==> src/rtl/adaptive_filter_mode_ctrl_if.sv <==
// -----------------------------------------------------------------------------
// adaptive_filter_mode_ctrl_if
// Bundle of every non-clock/reset signal of the mode sequencer.
//   mode request : mode_req_valid, mode_req, mode_req_ready
//   sample in    : s_tvalid, s_tready, s_tdata
//   filter side  : filt_s_tdata, filt_ctrl, filt_srst, filt_m_tdata
//   sample out   : m_tvalid, m_tdata
//   status       : mode, busy, switch_done
// Modport slave is the controller; modport master is whoever drives it.
// -----------------------------------------------------------------------------
interface adaptive_filter_mode_ctrl_if #(
    parameter int DATA_WIDTH = 14
);
    logic                  mode_req_valid;
    logic                  mode_req;
    logic                  mode_req_ready;
    logic                  s_tvalid;
    logic                  s_tready;
    logic [DATA_WIDTH-1:0] s_tdata;
    logic [DATA_WIDTH-1:0] filt_s_tdata;
    logic                  filt_ctrl;
    logic                  filt_srst;
    logic [DATA_WIDTH-1:0] filt_m_tdata;
    logic                  m_tvalid;
    logic [DATA_WIDTH-1:0] m_tdata;
    logic                  mode;
    logic                  busy;
    logic                  switch_done;

    modport slave (
        input  mode_req_valid, mode_req, s_tvalid, s_tdata, filt_m_tdata,
        output mode_req_ready, s_tready, filt_s_tdata, filt_ctrl, filt_srst,
               m_tvalid, m_tdata, mode, busy, switch_done
    );

    modport master (
        output mode_req_valid, mode_req, s_tvalid, s_tdata, filt_m_tdata,
        input  mode_req_ready, s_tready, filt_s_tdata, filt_ctrl, filt_srst,
               m_tvalid, m_tdata, mode, busy, switch_done
    );
endinterface

==> src/rtl/adaptive_filter_mode_ctrl.sv <==
// -----------------------------------------------------------------------------
// adaptive_filter_mode_ctrl
// Sequencer owning the mode (ctrl) and sync reset of a free-running
// differentiator/integrator filter. A mode change drains the old-mode tail
// with zero samples, resets the filter, then blanks the output while the new
// history fills.
//   clk    : system clock
//   arst_n : asynchronous active-low reset
//   bus    : adaptive_filter_mode_ctrl_if.slave (request, streams, filter, status)
//
// state     | meaning
// ----------+-----------------------------------------------------------
// ST_INIT   | one cycle after reset, filter held in srst
// ST_RUN    | normal streaming, mode requests accepted
// ST_DRAIN  | zero samples fed, old-mode tail still emitted
// ST_SWITCH | filter srst pulse, new mode committed at cycle end
// ST_SETTLE | samples enter under new mode, output blanked
// -----------------------------------------------------------------------------
module adaptive_filter_mode_ctrl #(
    parameter int DATA_WIDTH    = 14,
    parameter int DRAIN_CYCLES  = 5,
    parameter int SETTLE_CYCLES = 8,
    parameter bit INIT_MODE     = 1'b0
) (
    input  logic                       clk,
    input  logic                       arst_n,
    adaptive_filter_mode_ctrl_if.slave bus
);

    localparam int MAX_CYC = (DRAIN_CYCLES > SETTLE_CYCLES) ? DRAIN_CYCLES : SETTLE_CYCLES;
    localparam int CNT_W   = $clog2(MAX_CYC) + 1;
    localparam logic [CNT_W-1:0] DRAIN_LAST  = CNT_W'(DRAIN_CYCLES - 1);
    localparam logic [CNT_W-1:0] SETTLE_LAST = CNT_W'(SETTLE_CYCLES - 1);

    typedef enum logic [2:0] {
        ST_INIT,
        ST_RUN,
        ST_DRAIN,
        ST_SWITCH,
        ST_SETTLE
    } state_t;

    state_t                r_state;
    logic [CNT_W-1:0]      r_cnt;
    logic                  r_pend;
    logic                  r_mode;
    logic                  r_srst;
    logic                  r_busy;
    logic                  r_m_tvalid;
    logic [DATA_WIDTH-1:0] r_m_tdata;
    logic                  r_switch_done;

    state_t                w_state_nxt;
    logic [CNT_W-1:0]      w_cnt_nxt;
    logic                  w_pend_nxt;
    logic                  w_mode_nxt;
    logic                  w_m_tvalid_nxt;
    logic                  w_run;
    logic                  w_settle;
    logic                  w_take;
    logic                  w_req_switch;

    assign w_run        = (r_state == ST_RUN);
    assign w_settle     = (r_state == ST_SETTLE);
    assign w_take       = (w_run || w_settle) && bus.s_tvalid;
    assign w_req_switch = w_run && bus.mode_req_valid && (bus.mode_req != r_mode);

    assign bus.s_tready       = w_run || w_settle;
    assign bus.mode_req_ready = w_run;
    // Bubbles and non-streaming states feed zeros: the filter advances every clk.
    assign bus.filt_s_tdata   = w_take ? bus.s_tdata : '0;
    assign bus.filt_ctrl      = r_mode;
    assign bus.mode           = r_mode;
    assign bus.filt_srst      = r_srst;
    assign bus.busy           = r_busy;
    assign bus.m_tvalid       = r_m_tvalid;
    assign bus.m_tdata        = r_m_tdata;
    assign bus.switch_done    = r_switch_done;

    always_comb begin
        w_state_nxt = r_state;
        w_cnt_nxt   = r_cnt;
        w_pend_nxt  = r_pend;
        w_mode_nxt  = r_mode;
        case (r_state)
            ST_INIT: w_state_nxt = ST_RUN;
            ST_RUN: begin
                if (w_req_switch) begin
                    w_pend_nxt = bus.mode_req;
                    w_cnt_nxt  = '0;
                    if (DRAIN_CYCLES == 0) w_state_nxt = ST_SWITCH;
                    else                   w_state_nxt = ST_DRAIN;
                end
            end
            ST_DRAIN: begin
                if (r_cnt == DRAIN_LAST) w_state_nxt = ST_SWITCH;
                else                     w_cnt_nxt   = r_cnt + CNT_W'(1);
            end
            ST_SWITCH: begin
                w_mode_nxt = r_pend;
                w_cnt_nxt  = '0;
                if (SETTLE_CYCLES == 0) w_state_nxt = ST_RUN;
                else                    w_state_nxt = ST_SETTLE;
            end
            ST_SETTLE: begin
                if (r_cnt == SETTLE_LAST) w_state_nxt = ST_RUN;
                else                      w_cnt_nxt   = r_cnt + CNT_W'(1);
            end
            default: w_state_nxt = ST_INIT;
        endcase
    end

    // Drain keeps the output valid so the old-mode tail reaches the consumer.
    assign w_m_tvalid_nxt = (w_run && bus.s_tvalid) || (r_state == ST_DRAIN);

    always_ff @(posedge clk or negedge arst_n) begin
        if (!arst_n) begin
            r_state       <= ST_INIT;
            r_cnt         <= '0;
            r_pend        <= INIT_MODE;
            r_mode        <= INIT_MODE;
            r_srst        <= 1'b1;
            r_busy        <= 1'b1;
            r_m_tvalid    <= 1'b0;
            r_m_tdata     <= '0;
            r_switch_done <= 1'b0;
        end else begin
            r_state       <= w_state_nxt;
            r_cnt         <= w_cnt_nxt;
            r_pend        <= w_pend_nxt;
            r_mode        <= w_mode_nxt;
            r_srst        <= (w_state_nxt == ST_SWITCH);
            r_busy        <= (w_state_nxt != ST_RUN);
            r_m_tvalid    <= w_m_tvalid_nxt;
            r_m_tdata     <= w_m_tvalid_nxt ? bus.filt_m_tdata : '0;
            r_switch_done <= (w_state_nxt == ST_RUN) &&
                             ((r_state == ST_SWITCH) || (r_state == ST_SETTLE));
        end
    end

endmodule

==> src/flat_wrapper.sv <==
// flat-port wrapper written by rule: the top's interface ports become plain ports
module adaptive_filter_mode_ctrl_flat 
#(
    parameter int DATA_WIDTH    = 14,
    parameter int DRAIN_CYCLES  = 5,
    parameter int SETTLE_CYCLES = 8,
    parameter bit INIT_MODE     = 1'b0
)
  (clk, arst_n, bus_mode_req_valid, bus_mode_req, bus_s_tvalid, bus_s_tdata, bus_filt_m_tdata, bus_mode_req_ready, bus_s_tready, bus_filt_s_tdata, bus_filt_ctrl, bus_filt_srst, bus_m_tvalid, bus_m_tdata, bus_mode, bus_busy, bus_switch_done);
  adaptive_filter_mode_ctrl_if #(.DATA_WIDTH(DATA_WIDTH)) bus_i ();
  input  logic clk;
  input  logic arst_n;
  input wire logic [$bits(bus_i.mode_req_valid)-1:0] bus_mode_req_valid;
  input wire logic [$bits(bus_i.mode_req)-1:0] bus_mode_req;
  input wire logic [$bits(bus_i.s_tvalid)-1:0] bus_s_tvalid;
  input wire logic [$bits(bus_i.s_tdata)-1:0] bus_s_tdata;
  input wire logic [$bits(bus_i.filt_m_tdata)-1:0] bus_filt_m_tdata;
  output wire logic [$bits(bus_i.mode_req_ready)-1:0] bus_mode_req_ready;
  output wire logic [$bits(bus_i.s_tready)-1:0] bus_s_tready;
  output wire logic [$bits(bus_i.filt_s_tdata)-1:0] bus_filt_s_tdata;
  output wire logic [$bits(bus_i.filt_ctrl)-1:0] bus_filt_ctrl;
  output wire logic [$bits(bus_i.filt_srst)-1:0] bus_filt_srst;
  output wire logic [$bits(bus_i.m_tvalid)-1:0] bus_m_tvalid;
  output wire logic [$bits(bus_i.m_tdata)-1:0] bus_m_tdata;
  output wire logic [$bits(bus_i.mode)-1:0] bus_mode;
  output wire logic [$bits(bus_i.busy)-1:0] bus_busy;
  output wire logic [$bits(bus_i.switch_done)-1:0] bus_switch_done;
  assign bus_i.mode_req_valid = bus_mode_req_valid;
  assign bus_i.mode_req = bus_mode_req;
  assign bus_i.s_tvalid = bus_s_tvalid;
  assign bus_i.s_tdata = bus_s_tdata;
  assign bus_i.filt_m_tdata = bus_filt_m_tdata;
  assign bus_mode_req_ready = bus_i.mode_req_ready;
  assign bus_s_tready = bus_i.s_tready;
  assign bus_filt_s_tdata = bus_i.filt_s_tdata;
  assign bus_filt_ctrl = bus_i.filt_ctrl;
  assign bus_filt_srst = bus_i.filt_srst;
  assign bus_m_tvalid = bus_i.m_tvalid;
  assign bus_m_tdata = bus_i.m_tdata;
  assign bus_mode = bus_i.mode;
  assign bus_busy = bus_i.busy;
  assign bus_switch_done = bus_i.switch_done;
  adaptive_filter_mode_ctrl #(.DATA_WIDTH(DATA_WIDTH), .DRAIN_CYCLES(DRAIN_CYCLES), .SETTLE_CYCLES(SETTLE_CYCLES), .INIT_MODE(INIT_MODE)) u_core (.clk(clk), .arst_n(arst_n), .bus(bus_i));
endmodule
==> config.mk <==
export PLATFORM = sky130hd
export DESIGN_NAME = adaptive_filter_mode_ctrl_flat
export DESIGN_NICKNAME = d
export VERILOG_FILES = /design/src/rtl/adaptive_filter_mode_ctrl_if.sv /design/src/rtl/adaptive_filter_mode_ctrl.sv /design/src/flat_wrapper.sv
export SDC_FILE = /design/constraint.sdc
export NUM_CORES = 1
export LEC_CHECK = 0
export BUFFER_PORTS_ARGS = -buffer_cell sky130_fd_sc_hd__buf_4
export CORE_MARGIN = 5
export CORE_UTILIZATION = 49
export CTS_CLUSTER_SIZE = 12
export DETAILED_ROUTE_END_ITERATION = 10
export PLACE_DENSITY = 0.91
export REMOVE_ABC_BUFFERS = 1
export SLEW_MARGIN = 20
export SYNTH_ARGS = -nofsm -noshare
export SYNTH_HDL_FRONTEND = slang
export SYNTH_SLANG_ARGS = --single-unit
==> constraint.sdc <==
create_clock -name clk -period 2.5 [get_ports clk]
set_input_delay 0.25 -clock clk [delete_from_list [all_inputs] [get_ports clk]]
set_output_delay 0.25 -clock clk [all_outputs]
set_load 0.02 [all_outputs]
==> results.yml <==
worst_setup_path:
  path_max_fanout: 17
  required_ns: 2.25
  crit_arrival_ns: 2.05
  worstReg2RegEnd: "u_core.r_cnt[1]"
  r2r-start: "u_core.r_cnt[0]"
  slowest_delay_ns: 0.79
  crit_family: "flip-flops"
  worst-setup-path-type: "reg2out"
  critPathBufInv: 1
  slowest_stage: "dfrtp_1"
  r2r_cells: 6
  end_kind: "output port"
  startpoint_type: "flop"
  r2r_slack_ns: 0.83
  worstPathCellList: "nand2b_4 -> a21oi_2 -> and3_1 -> buf_4"
floorplanning:
  die_y_um: 64.5
  core_um2: 2810
  dieWidth_um: 64.5
  dieArea_um2: 4160
  start_util_pct: 51.9
  io_pins: 69
  rows: 19
clock_tree:
  cts_buffers: 3
  cts.sinks: 27
  cts_root_buffer: "clkbuf_4"
  htree_levels: 1
  max-clock-path-buffers: 2
  clk_pin_slew_worst_paths_ns: 0.15
  cts_tree: "built"
  insertion_delay_ns: 0.33
  ctsResizeCount: 0
drt:
  detail-route-antenna-nets: 0
  wl_per_cell_um: 15.9
  drtIter0Drc: 64
  first_pass_iters: 4
  vias: 1295
  wl_um: 3730
  avgViaCountPerCell: 5.51
  drc: 0
global_route:
  antenna_found_initial: 0
  grt_usage_pct: 18.4
  gr-total-overflow: 0
  grt_pass1_wl_um: 6050
  grt_start_max_net_pins: 28
  grt_pass1_vias: 1213
layout:
  layout-area-overhead-vs-synth_pct: 34.2
  drive_gt1_share_pct: 41.2
  final_common_cell: "buf_4"
  final_cell_mix: "buf_4 (68), dfrtp_1 (25), and2_1 (15), and3_1 (14), nor2_1 (10)"
  design_area_um2: 1950
  diodes: 0
  fin_nets: 240
yosys:
  synth_edf_count: 0
  async_flop_share_pct: 100
  synth_top_family_by_area: "simple AND/OR/NAND/NOR gates"
  yosys.area_share.simple_pct: 27.8
  synth_xor_area_share_pct: 0.601
  ys_ff_latch: 27
  synthTopCellsByArea: "dfrtp_1 (43%), and2_1 (6.4%), and3_1 (6.0%)"
  synth_fa_ha_area_share_pct: 1.72
  syn_inst: 142
  yosys.area.top_type_share_pct: 43.0
  yosys_warnings: 0
  synth.largest_area_cell: "dfrtp_1"
  synth-compound-area-share_pct: 14.9
  avgSynthCellArea_um2: 10.3
  synth_mux_area_share_pct: 1.46
  synthFlopType: "dfrtp_1"
  ys_seq_area_share_pct: 46.6
  netlist-cell-type-count: 43
  syn_area_um2: 1460
place:
  hpwl_um: 2900
  placed_area_um2: 1920
  globalplace.congestion: 0.855
  port_buffers: 68
timing:
  setup_viol: 0
  worst_hold_slack_ns: 0.116
  post-route-period-util_pct: 92.1
  timing.fmax_ghz: 0.434
  worst_pin_slew_ns: 0.653
  finalCriticalPeriod_ns: 2.30
  clock_skew_ns: 0.00792
  max_slew_margin_pct: 56.5
  drv_slew: 0
  tns_ns: 0
  hold_viol: 0
  rsz0062_at_grt: "false"
power:
  p_leak_nw: 1.06
  worst_ir_drop_vdd_uv: 728
  power_density_nw_per_um2: 978
run:
  cap_violations: 0
worst_hold_path:
  hold_path.class: "in2reg"
  hold_depth: 2
  min_from: "bus_filt_m_tdata[5]"
  hold_end: "u_core.bus.m_tdata[5]"
status:
  outcome: "finished, final reports clean"
-- worst max-delay path by stage --
stage	from	to	slack [ns]	depth (start not counted)
after floorplan	u_core.r_state[2]	bus_filt_s_tdata[0]	0.70	4
after global placement	u_core.r_state[2]	bus_filt_s_tdata[13]	0.71	5
after detailed placement	u_core.r_state[2]	bus_filt_s_tdata[2]	0.63	5
after CTS	u_core.r_state[2]	bus_filt_s_tdata[2]	0.24	4
after global routing	u_core.r_state[2]	bus_filt_s_tdata[7]	0.06	5
final	u_core.r_state[2]	bus_filt_s_tdata[2]	0.20	4
-- state kept, by name, summed over array words and instances (netlist names) --
| register | flops |
|---|---|
| u_core.r_cnt | 4 |
| u_core.bus.switch_done | 1 |
| u_core.r_state | 3 |
| u_core.bus.m_tdata | 14 |
| u_core.bus.busy | 1 |
| u_core.bus.m_tvalid | 1 |
| u_core.r_pend | 1 |
| u_core.bus.filt_ctrl | 1 |
| u_core.bus.filt_srst | 1 |
-- what timing repair did --
| item | in CTS | in global routing |
|---|---|---|
| hold buffers | 1 | 0 |
| buffers inserted | 0 | 0 |
| endpoints found under the hold margin | 25 | 0 |
-- logic make-up after synthesis --
group                    count (synthesis)
AND/OR/NAND/NOR                         65
AO/OA/AOI/OAI                           31
flip-flops                              27
buffers and inverters                   14
multiplexers                             2
adder cells (fa/ha/maj)                  2
XOR/XNOR                                 1
-- routing by layer --
metal  vias up  part of all wire (%)  global-route usage, %
met4         0                  0.67                   3.96
met5         -                     0                      0
met1       605                    38                   22.7
met3         4                   9.7                   5.35
met2        66                    52                   32.0
li1        620                     -                      -
-- final cells by class --
class	instances	area [um^2]
clock inverter	1	5.00
sequential	27	678
tap	31	38.8
fill	212	851
inverter	3	11.3
multi-input combinational	101	678
timing repair buffer	69	520
clock buffer	3	22.5
-- power breakdown --
group,switching (mW),internal (mW)
combinational,0.550,0.450
sequential,0.156,0.566
clock,0.130,0.0601
-- synthesized netlist by cell type (all sizes together) (2+ instances only) --
| cell type | n |
|---|---|
| o22ai | 4 |
| a31oi | 6 |
| nand3b | 2 |
| nor2b | 3 |
| a21o | 2 |
| and2 | 15 |
| nor2 | 10 |
| dfstp | 2 |
| nand2b | 4 |
| o21ai | 5 |
| buf | 10 |
| ha | 2 |
| nor3 | 3 |
| inv | 3 |
| nand2 | 10 |
| and3 | 14 |
| dfrtp | 25 |
| a21oi | 6 |
-- per-stage QoR --
stage | util [%] | setup WS [ns] | cells | power [mW]
final | 69.7 | 0.197 | 235 | 1.91
after global placement | 68.3 | 0.714 | 230 | 1.69
after detailed placement | 68.3 | 0.625 | 230 | 1.73
after global routing | 69.7 | 0.0598 | 235 | 2.04
after CTS | 69.7 | 0.238 | 235 | 1.92
after floorplan | - | 0.701 | 131 | 1.30
(Power assumes the default switching activity.)
